$ cat config.mk
export PLATFORM = sky130hd
export DESIGN_NAME = phys_reg_free_list
export DESIGN_NICKNAME = d
export VERILOG_FILES = /design/src/rtl/phys_reg_free_list.sv
export SDC_FILE = /design/constraint.sdc
export NUM_CORES = 1
export LEC_CHECK = 0
export BUFFER_PORTS_ARGS = -buffer_cell sky130_fd_sc_hd__clkbuf_2
export CORE_ASPECT_RATIO = 1.2
export CORE_UTILIZATION = 50
export DETAILED_ROUTE_END_ITERATION = 16
export PLACE_DENSITY = 0.7
export SLEW_MARGIN = 20
export SYNTH_ARGS = -nofsm -noshare
export SYNTH_HDL_FRONTEND = slang
export SYNTH_SLANG_ARGS = --single-unit
export TNS_END_PERCENT = 50
$ cat constraint.sdc
create_clock -name clk -period 3.8 [get_ports clk]
set_input_delay 0.57 -clock clk [delete_from_list [all_inputs] [get_ports clk]]
set_output_delay 0.57 -clock clk [all_outputs]
set_load 0.02 [all_outputs]
$ cat src/rtl/phys_reg_free_list.sv
// phys_reg_free_list
// Circular free list of physical register indices for explicit renaming.
// Rename pops free registers from the speculative head. Commit pushes released
// registers back at the tail, and advances an architectural head so a flush can
// restore the speculative head in one cycle.
// Optional build macro: FREE_LIST_BYPASS_EN forwards a freed register straight
// to alloc_pd when the list is empty.
//
// Handshake: alloc_valid/alloc_pd is a valid/ready pair with dequeue as the
// ready side. A register is consumed only on a rising edge where
// alloc_valid && dequeue && !flush holds. alloc_pd is stable while alloc_valid
// is high and dequeue is low. Dequeue while alloc_valid is low has no effect.
module phys_reg_free_list #(
    parameter int NUM_PHYS_REG = 40,
    parameter int NUM_ARCH_REG = 32,
    parameter int FL_DEPTH     = NUM_PHYS_REG - NUM_ARCH_REG,
    parameter int PD_W         = $clog2(NUM_PHYS_REG),
    parameter int CNT_W        = $clog2(FL_DEPTH + 1)
) (
    input  logic             clk,
    input  logic             rst,
    input  logic             dequeue,
    output logic             alloc_valid,
    output logic [PD_W-1:0]  alloc_pd,
    input  logic             enqueue,
    input  logic [PD_W-1:0]  free_pd,
    input  logic             commit_adv,
    input  logic             flush,
    output logic             empty,
    output logic [CNT_W-1:0] count
);

    localparam int IDX_W = (FL_DEPTH > 1) ? $clog2(FL_DEPTH) : 1;
    localparam logic [IDX_W-1:0] LAST_IDX  = IDX_W'(FL_DEPTH - 1);
    localparam logic [CNT_W-1:0] DEPTH_CNT = CNT_W'(FL_DEPTH);

    // Slot index plus wrap bit. Equal index with a different wrap bit means full.
    typedef struct packed {
        logic             wrap;
        logic [IDX_W-1:0] idx;
    } ptr_t;

    function automatic ptr_t ptr_inc(input ptr_t p);
        ptr_t r;
        if (p.idx == LAST_IDX) begin
            r.idx  = '0;
            r.wrap = ~p.wrap;
        end else begin
            r.idx  = p.idx + 1'b1;
            r.wrap = p.wrap;
        end
        return r;
    endfunction

    logic [PD_W-1:0] slot [FL_DEPTH];
    ptr_t            spec_head;
    ptr_t            arch_head;
    ptr_t            tail;

    logic spec_empty;
    logic full;
    logic free_nonzero;
    logic do_enq;
    logic do_deq;
    ptr_t arch_head_nxt;
    ptr_t spec_head_nxt;

    // Occupancy flags and the speculative count, derived purely from the pointers.
    always_comb begin
        spec_empty = (spec_head.idx == tail.idx) && (spec_head.wrap == tail.wrap);
        full       = (spec_head.idx == tail.idx) && (spec_head.wrap != tail.wrap);
        if (spec_head.wrap != tail.wrap) begin
            count = DEPTH_CNT - CNT_W'(spec_head.idx) + CNT_W'(tail.idx);
        end else begin
            count = CNT_W'(tail.idx) - CNT_W'(spec_head.idx);
        end
    end

    assign empty        = spec_empty;
    assign free_nonzero = (free_pd != '0);

`ifdef FREE_LIST_BYPASS_EN
    logic bypass_hit;

    // Offer the register being freed directly when the list has nothing to give.
    always_comb begin
        bypass_hit  = spec_empty && enqueue && free_nonzero;
        alloc_valid = !spec_empty || bypass_hit;
        alloc_pd    = bypass_hit ? free_pd : slot[spec_head.idx];
    end
`else
    // Allocation comes only from stored slots, so a freed register appears a cycle later.
    always_comb begin
        alloc_valid = !spec_empty;
        alloc_pd    = slot[spec_head.idx];
    end
`endif

    // Next-state pointer decisions. A flush restores from the post-commit architectural head.
    always_comb begin
        do_enq        = enqueue && free_nonzero && !full;
        do_deq        = dequeue && alloc_valid && !flush;
        arch_head_nxt = commit_adv ? ptr_inc(arch_head) : arch_head;
        if (flush) begin
            spec_head_nxt = arch_head_nxt;
        end else if (do_deq) begin
            spec_head_nxt = ptr_inc(spec_head);
        end else begin
            spec_head_nxt = spec_head;
        end
    end

    // Pointer registers. Reset leaves the list full, holding the registers above the architectural set.
    always_ff @(posedge clk or posedge rst) begin
        if (rst) begin
            spec_head <= '0;
            arch_head <= '0;
            tail      <= '{wrap: 1'b1, idx: '0};
        end else begin
            spec_head <= spec_head_nxt;
            arch_head <= arch_head_nxt;
            if (do_enq) begin
                tail <= ptr_inc(tail);
            end
        end
    end

    // Slot storage. Each slot is reloaded with its reset register index and written on enqueue.
    always_ff @(posedge clk or posedge rst) begin
        if (rst) begin
            for (int i = 0; i < FL_DEPTH; i++) begin
                slot[i] <= PD_W'(NUM_ARCH_REG + i);
            end
        end else if (do_enq) begin
            slot[tail.idx] <= free_pd;
        end
    end

    // Pushing into a full list means commit freed more registers than exist.
    enq_not_full_a: assert property (@(posedge clk) disable iff (rst)
        !(enqueue && free_nonzero && full));

    // The architectural head may only retire entries that rename has actually taken.
    arch_not_past_tail_a: assert property (@(posedge clk) disable iff (rst)
        !(commit_adv && (arch_head == tail)));

endmodule

==> results of run 1 <==
[layer usage]
metal | wire length, um | vias up
met5 | 0 | -
met4 | 116 | 0
met3 | 121 | 11
met2 | 2803 | 22
met1 | 2660 | 923
li1 | - | 849
[power by group through the flow]
stage	Combinational (W)	Sequential [W]	Clock, W
after global routing	0.00179	0.00134	0.000789
after detailed placement	0.00166	0.00130	0
after floorplan	0.00135	0.00119	0
after CTS	0.00166	0.00129	0.000764
final	0.00164	0.00130	0.000750
after global placement	0.00162	0.00129	0
[flip-flops by register name (all words and copies together) (netlist names)]
name,count
tail,4
spec_head,4
slot,48
arch_head,4
[cell families after synthesis]
group	after synthesis	synth area share, %
DFF	60	49.55
buffers and inverters	19	2.922
xor gates and xnor gates	7	1.989
AOI/OAI and AO/OA	13	3.126
and+or+nand+nor	46	8.238
adders and majority gates	10	4.302
muxes	66	29.87
[cell type report]
| cell class | count | area, um2 | share of cell area (%) |
|---|---|---|---|
| multi-input combinational | 142 | 1465 | 41.36 |
| sequential | 60 | 1528 | 43.13 |
| timing repair buffer | 26 | 137.6 | 3.886 |
| clock inverter | 3 | 90.09 | 2.543 |
| tap | 80 | 100.1 | 2.826 |
| inverter | 11 | 42.54 | 1.201 |
| clock buffer | 13 | 178.9 | 5.051 |
[through the flow]
stage	utilization (%)	cell area [um2]	power, W
after floorplan	-	3083	0.002543
after global placement	56.24	3272	0.002913
after detailed placement	56.24	3272	0.002956
after CTS	60.86	3541	0.003719
after global routing	60.88	3542	0.003915
final	60.88	3542	0.003686
[path summary, 6_finish.rpt]
path	endpoint	depth (start not counted)
max	count[3]	6
min	tail[0]	2
max reg2reg	slot[3]	6
min reg2reg	arch_head[3]	1
max in group asynchronous	slot[17]	3
min in group clk	arch_head[3]	1
[worst max-delay path, stage by stage, from the launching register on]
cell and delay, ns:
dfrtp_1 0.84, inv_1 0.10, ha_1 0.34, a21o_1 0.16
a21oi_1 0.17, xnor2_1 0.13, clkbuf_2 0.18
[cells in the final DEF, fill, tap and decap left out, drive strengths merged]
cell     netlist  layout
a21o           1       1
a21oi          3       3
a22o           1       1
a22oi          1       1
a2bb2oi        2       2
a31oi          1       1
and3           5       5
buf            5       3
bufinv         0       3
clkbuf         3      36
clkinv         0       1
dfrtp         39      39
dfstp         21      21
fa             1       1
ha             9       9
inv           11      10
mux2          52      52
mux2i          2       2
mux4          12      12
nand2         26      26
nand2b         2       2
nand3          4       4
nor2           4       4
nor4           3       3
o21ai          2       2
o22ai          1       1
o31a           1       1
or4            2       2
xnor2          6       6
xor2           1       1
==> reports/results.txt, run 1 <==
Core ar.: 5818 um2
top-count cell post-synth: mux2_2
initial antenna violation count: 0
die span in x: 73.68 um
Starting Density: 52.99%
worst setup path startpoint: spec_head[1]
setup_tns: 0 ns
clock transition at the registers of the reported paths: 0.07 ns
Critical Path Start Type: flop
Pre-antenna DRT Iters: 5
synthesis-stage register bit count: 60
Final Cycle Share: 74.24%
worst slew pin tran: 0.8546 ns
share of the synthesized area in the top cell type: 31.66%
Syn Inst Count: 221
logic gate share of total power: 44.5%
Net Sw Frac: 34.75%
die area: 6485 um2
ys flop type: dfrtp_1
reg-to-reg slack, setup: 1.03 ns
fillers: 461
Max Cap Viol: 0
nets: 272
Fin Clk Skew: 0.008882 ns
synth cell count leaders: mux2_2 (40), dfrtp_1 (39), nand2_1 (26), dfstp_2 (21)
Critical Path RT: 3.23 ns
YS warnings: 0
register area share after synthesis: 49.55%
GRT Overall Usage: 20.46%
Final WS setup: 0.9788 ns
Syn Nets: 243
DIE HEIGHT: 88.02 um
H-tree depth: 3
final setup vio count: 0
Worst Setup Path Type: reg -> out
power per cell area: 1041 nW/um2
sequential power share: 35.2%
worst min-delay path class: in -> async
Final ANT Viol Nets: 0
post-CTS setup buffers: 0
Pleak: 1.616 nW
Peak VDD IR: 0.0005044 V
grt met3 use: 3.682%
CTS tree: done
busiest layer in global routing: met2
unrepaired setup endpoints after global routing: false
layout cell share with drive strength beyond 1: 52.55%
grt met2 use: 31.94%
total wire length: 5700 um
I/O pins: 24
status: complete, no violations
Post-CTS Resized: 0
DP HPWL: 4030 um
Final Slew Violations: 0
fin crit period: 2.821 ns
Cell Area, Synth: 3083 um2
Cells after DPL: 319
Hold Fails Final Rpt: 0
Yosys cell types: 31
first-pass GRT wire length: 9459 um
Avg Inst Size Synth: 13.95 um2
Clock Tree Buf Depth: 2
fmax: 354.5 MHz
Placement Rows: 30
CTS Root Cell: clkbuf_8
Internal: 0.002405 W
cell accounting for the most synthesized area: dfrtp_1
via count: 1,805
Ant. Diodes: 0
Via density: 5.388
drt drc: 0
maximum fanout along the worst path: 16
hold_buf cts: 0
vias in the first global route: 1,900
later-pin clock latency in the skew report: 0.33 ns
total clock buffers created by CTS: 9
Critical Path Sink Type: output pin
WP data arrival: 2.25 ns
power share of the clock group: 20.4%
GR Overflow Total: 0
hold_ws: 0.3506 ns
WL/cell: 17.01 um
PortBufs: 23
detailed router's first-iteration violation count: 79
P_sw: 0.001281 W
top cells by area, synth: dfrtp_1 (32%), dfstp_2 (18%), mux2_2 (15%)
EDFF count, synth: 0
Setup WS pre-CTS: 1.022 ns
clk sink count: 60
RR Startpoint: spec_head[1]
slew margin rel.: 43.02%
Post-synth ARST share: 100.0%
Final GP Congestion: 0.8315
M1 GR Usage: 27.00%
Non-Filler Instances: 335
largest net degree at the start of global routing: 50
Area Overhead vs Synth: 14.89%
No activity file was read; power rests on OpenSTA's default activity.
==> run 2, diff against run 1 <==
--- a/config.mk
+++ b/config.mk
@@ -5,11 +5,12 @@
 export SDC_FILE = /design/constraint.sdc
 export NUM_CORES = 1
 export LEC_CHECK = 0
+export ABC_AREA = 1
 export BUFFER_PORTS_ARGS = -buffer_cell sky130_fd_sc_hd__clkbuf_2
 export CORE_ASPECT_RATIO = 1.2
 export CORE_UTILIZATION = 50
 export DETAILED_ROUTE_END_ITERATION = 16
-export PLACE_DENSITY = 0.7
+export PLACE_DENSITY = 0.73
 export SLEW_MARGIN = 20
 export SYNTH_ARGS = -nofsm -noshare
 export SYNTH_HDL_FRONTEND = slang
==> constraint.sdc (replaced) <==
create_clock -name clk -period 2.4 [get_ports clk]
set_input_delay 0.36 -clock clk [delete_from_list [all_inputs] [get_ports clk]]
set_output_delay 0.36 -clock clk [all_outputs]
set_load 0.02 [all_outputs]
==> reports/results.txt, run 2 <==
PortBufs: 23 (unchanged)
delay-heaviest family, CP: buffers and inverters
detailed router's first-iteration violation count: 223 (+180%)
total clock buffers created by CTS: 9 (unchanged)
slowest stage cell on the critical path: dfrtp_1
Placement Rows: 31 (+3.3%)
Cell Area, Synth: 3226 um2 (+4.6%)
synthesis-stage register bit count: 60 (unchanged)
fin crit period: 2.263 ns
Top cell by count, worst path: nand2_1
layout cell share with drive strength beyond 1: 18.53% (-34 points)
post-layout util: 59.96% (-0.92 points)
hold_buf cts: 0 (unchanged)
Yosys cell types: 27 (-13%)
Syn Nets: 440 (+81%)
Final Power: 0.005645 W (+53%)
nets: 465 (+71%)
WL/cell: 15.51 um (-8.8%)
setup_tns: 0 ns (unchanged)
later-pin clock latency in the skew report: 0.34 ns (about the same)
power per cell area: 1536 nW/um2 (+48%)
drt drc: 0 (unchanged)
via count: 2,917 (+62%)
Pleak: 1.873 nW (+16%)
fmax: 442.0 MHz
Core ar.: 6128 um2 (+5.3%)
ys flop type: dfrtp_1
I/O pins: 24 (unchanged)
Max Cap Viol: 0 (unchanged)
largest net degree at the start of global routing: 34 (-32%)
Starting Density: 52.63% (-0.36 points)
max reg flops: 48 (unchanged)
total wire length: 8221 um (+44%)
Peak VDD IR: 0.0006489 V (+29%)
Final ANT Viol Nets: 0 (unchanged)
worst min-delay path class: in -> async
Worst Reg2Reg Path Length in Cells: 9 (+3)
final setup vio count: 0 (unchanged)
Buf/Inv on CP: 3 (+1)
top-count cell post-synth: nand2_1
Critical Path Start Type: flop
commonest non-fill, non-tap cell in the layout: nand2_1
GRT Overall Usage: 26.67% (+6.2 points)
share of the synthesized area in the top cell type: 30.26% (-1.4 points)
YS warnings: 0 (unchanged)
Critical Path Sink Type: output pin
Worst Setup Path Type: reg -> out
Pre-antenna DRT Iters: 5 (unchanged)
Syn Inst Count: 418 (+89%)
Clock Tree Buf Depth: 2 (unchanged)
worst slew pin tran: 0.6030 ns (-0.2516 ns)
Final GP Congestion: 0.8497 (+2.2%)
vias in the first global route: 2,798 (+47%)
maximum fanout along the worst path: 26 (+10)
die span in x: 75.32 um (+2.2%)
cell accounting for the most synthesized area: dfrtp_1
Final Slew Violations: 0 (unchanged)
Hold Fails Final Rpt: 0 (unchanged)
Final Cycle Share: 94.28%
register area share after synthesis: 47.36% (-2.2 points)
synth cell count leaders: nand2_1 (154), nand3_1 (54), dfrtp_1 (39), o21ai_0 (32), nor2_1 (28)
die area: 6778 um2 (+4.5%)
slew margin rel.: 59.74% (+17 points)
reg-to-reg slack, setup: 0.28 ns (-0.75 ns)
Cell Chain, Critical Path: inv_1 > buf_4 > o21ai_0 > o22ai_1 > nand2_1 > nand2_1 > clkbuf_2
Cells after DPL: 514 (+61%)
DIE HEIGHT: 89.99 um (+2.2%)
Via density: 5.504 (+2.1%)
EDFF count, synth: 0 (unchanged)
clk sink count: 60 (unchanged)
DP HPWL: 5699 um (+41%)
CTS tree: done
Biggest register: slot
Critical Path RT: 2.04 ns (-1.19 ns)
Non-Filler Instances: 530 (+58%)
top cells by area, synth: dfrtp_1 (30%), nand2_1 (18%), dfstp_2 (17%)
Avg Inst Size Synth: 7.717 um2 (-45%)
CTS Root Cell: clkbuf_8
Area Overhead vs Synth: 13.93%
first-pass GRT wire length: 13,520 um (+43%)
Critical Path Max Stage Delay: 0.52 ns (-0.32 ns)
Post-synth ARST share: 100.0% (unchanged)
Ant. Diodes: 0 (unchanged)
initial antenna violation count: 0 (unchanged)
clock transition at the registers of the reported paths: 0.07 ns (about the same)
WP data arrival: 1.90 ns (-0.35 ns)
status: complete, no violations
hold_ws: 0.06258 ns (-0.2880 ns)
RR Startpoint: tail[2]
H-tree depth: 3 (unchanged)
GR Overflow Total: 0 (unchanged)
most frequent cells in the layout: nand2_1 (154), nand3_1 (54), dfrtp_1 (38), o21ai_0 (32), nor2_1 (28)
unrepaired setup endpoints after global routing: false
FF-to-FF End: slot[43]
Fin Clk Skew: 0.009148 ns (+0.0002662 ns)
## run 2: changes by cell type after synthesis, sizes merged, moves of 6 or more
cell	delta
buf	+6
inv	+11
mux2	-52
mux4	-12
nand2	+129
nand3	+52
nand4	+9
nor2	+30
o21ai	+31
o22ai	+11
## run 2: cell type report
type                            instances  area [um2]
Sequential cell                        60        1529
Clock inverter                          5       100.1
Clock buffer                           11       131.4
Tap cell                               82       102.6
Timing Repair Buffer                   32       207.7
Inverter                               23       86.33
Fill cell                             579        2454
Multi-Input combinational cell        317        1518
## run 2: logic make-up (layout without fill, tap and decap cells)
kind of cell               after synthesis  after routing  share of synthesized area [%]
AOI/OAI and AO/OA                       49             49                          8.300
xor gates and xnor gates                 2              2                         0.5432
adders and majority gates               10             10                          4.112
buffers and inverters                   41             71                          5.586
DFF                                     60             60                          47.36
and+or+nand+nor                        256            256                          34.10
## run 2: what timing repair did
action | 4_1_cts | 5_1_grt
setup endpoints to repair | 0 | 1
gates resized for setup | 0 | 1
buffers inserted | 0 | 0
## run 2: routing by layer
layer	vias up	global-route usage [%]	part of all wire [%]
met5	-	0	0
met4	0	12.19	1.9
met1	1369	35.51	44
met2	103	41.07	49
met3	18	5.605	5.1
li1	1427	-	-
## run 2: how the worst max path moves through the flow
stage,endpoint,cells past startpoint,slack [ns],start
2_1_floorplan,count[3],5,0.42,spec_head[2]
3_3_place_gp,slot[10],10,0.38,tail[0]
3_5_place_dp,slot[43],10,0.27,tail[0]
4_1_cts,count[2],5,0.05,tail[0]
5_1_grt,alloc_pd[2],7,0.01,spec_head[0]
6_report,alloc_pd[2],7,0.14,spec_head[0]
## run 2: power by group
part	leakage, nW	switching, W	internal, W
combinational	1.05	0.00173	0.000920
clock	0.117	0.000398	0.000687
sequential	0.703	0.000336	0.00158
## run 2: metrics by stage
step	area [um2]	setup WS [ns]
finish	3675	0.1373
global route	3675	0.01354
CTS	3674	0.04534
detailed placement	3442	0.2741
global placement	3442	0.3752
floorplan	3226	0.4153
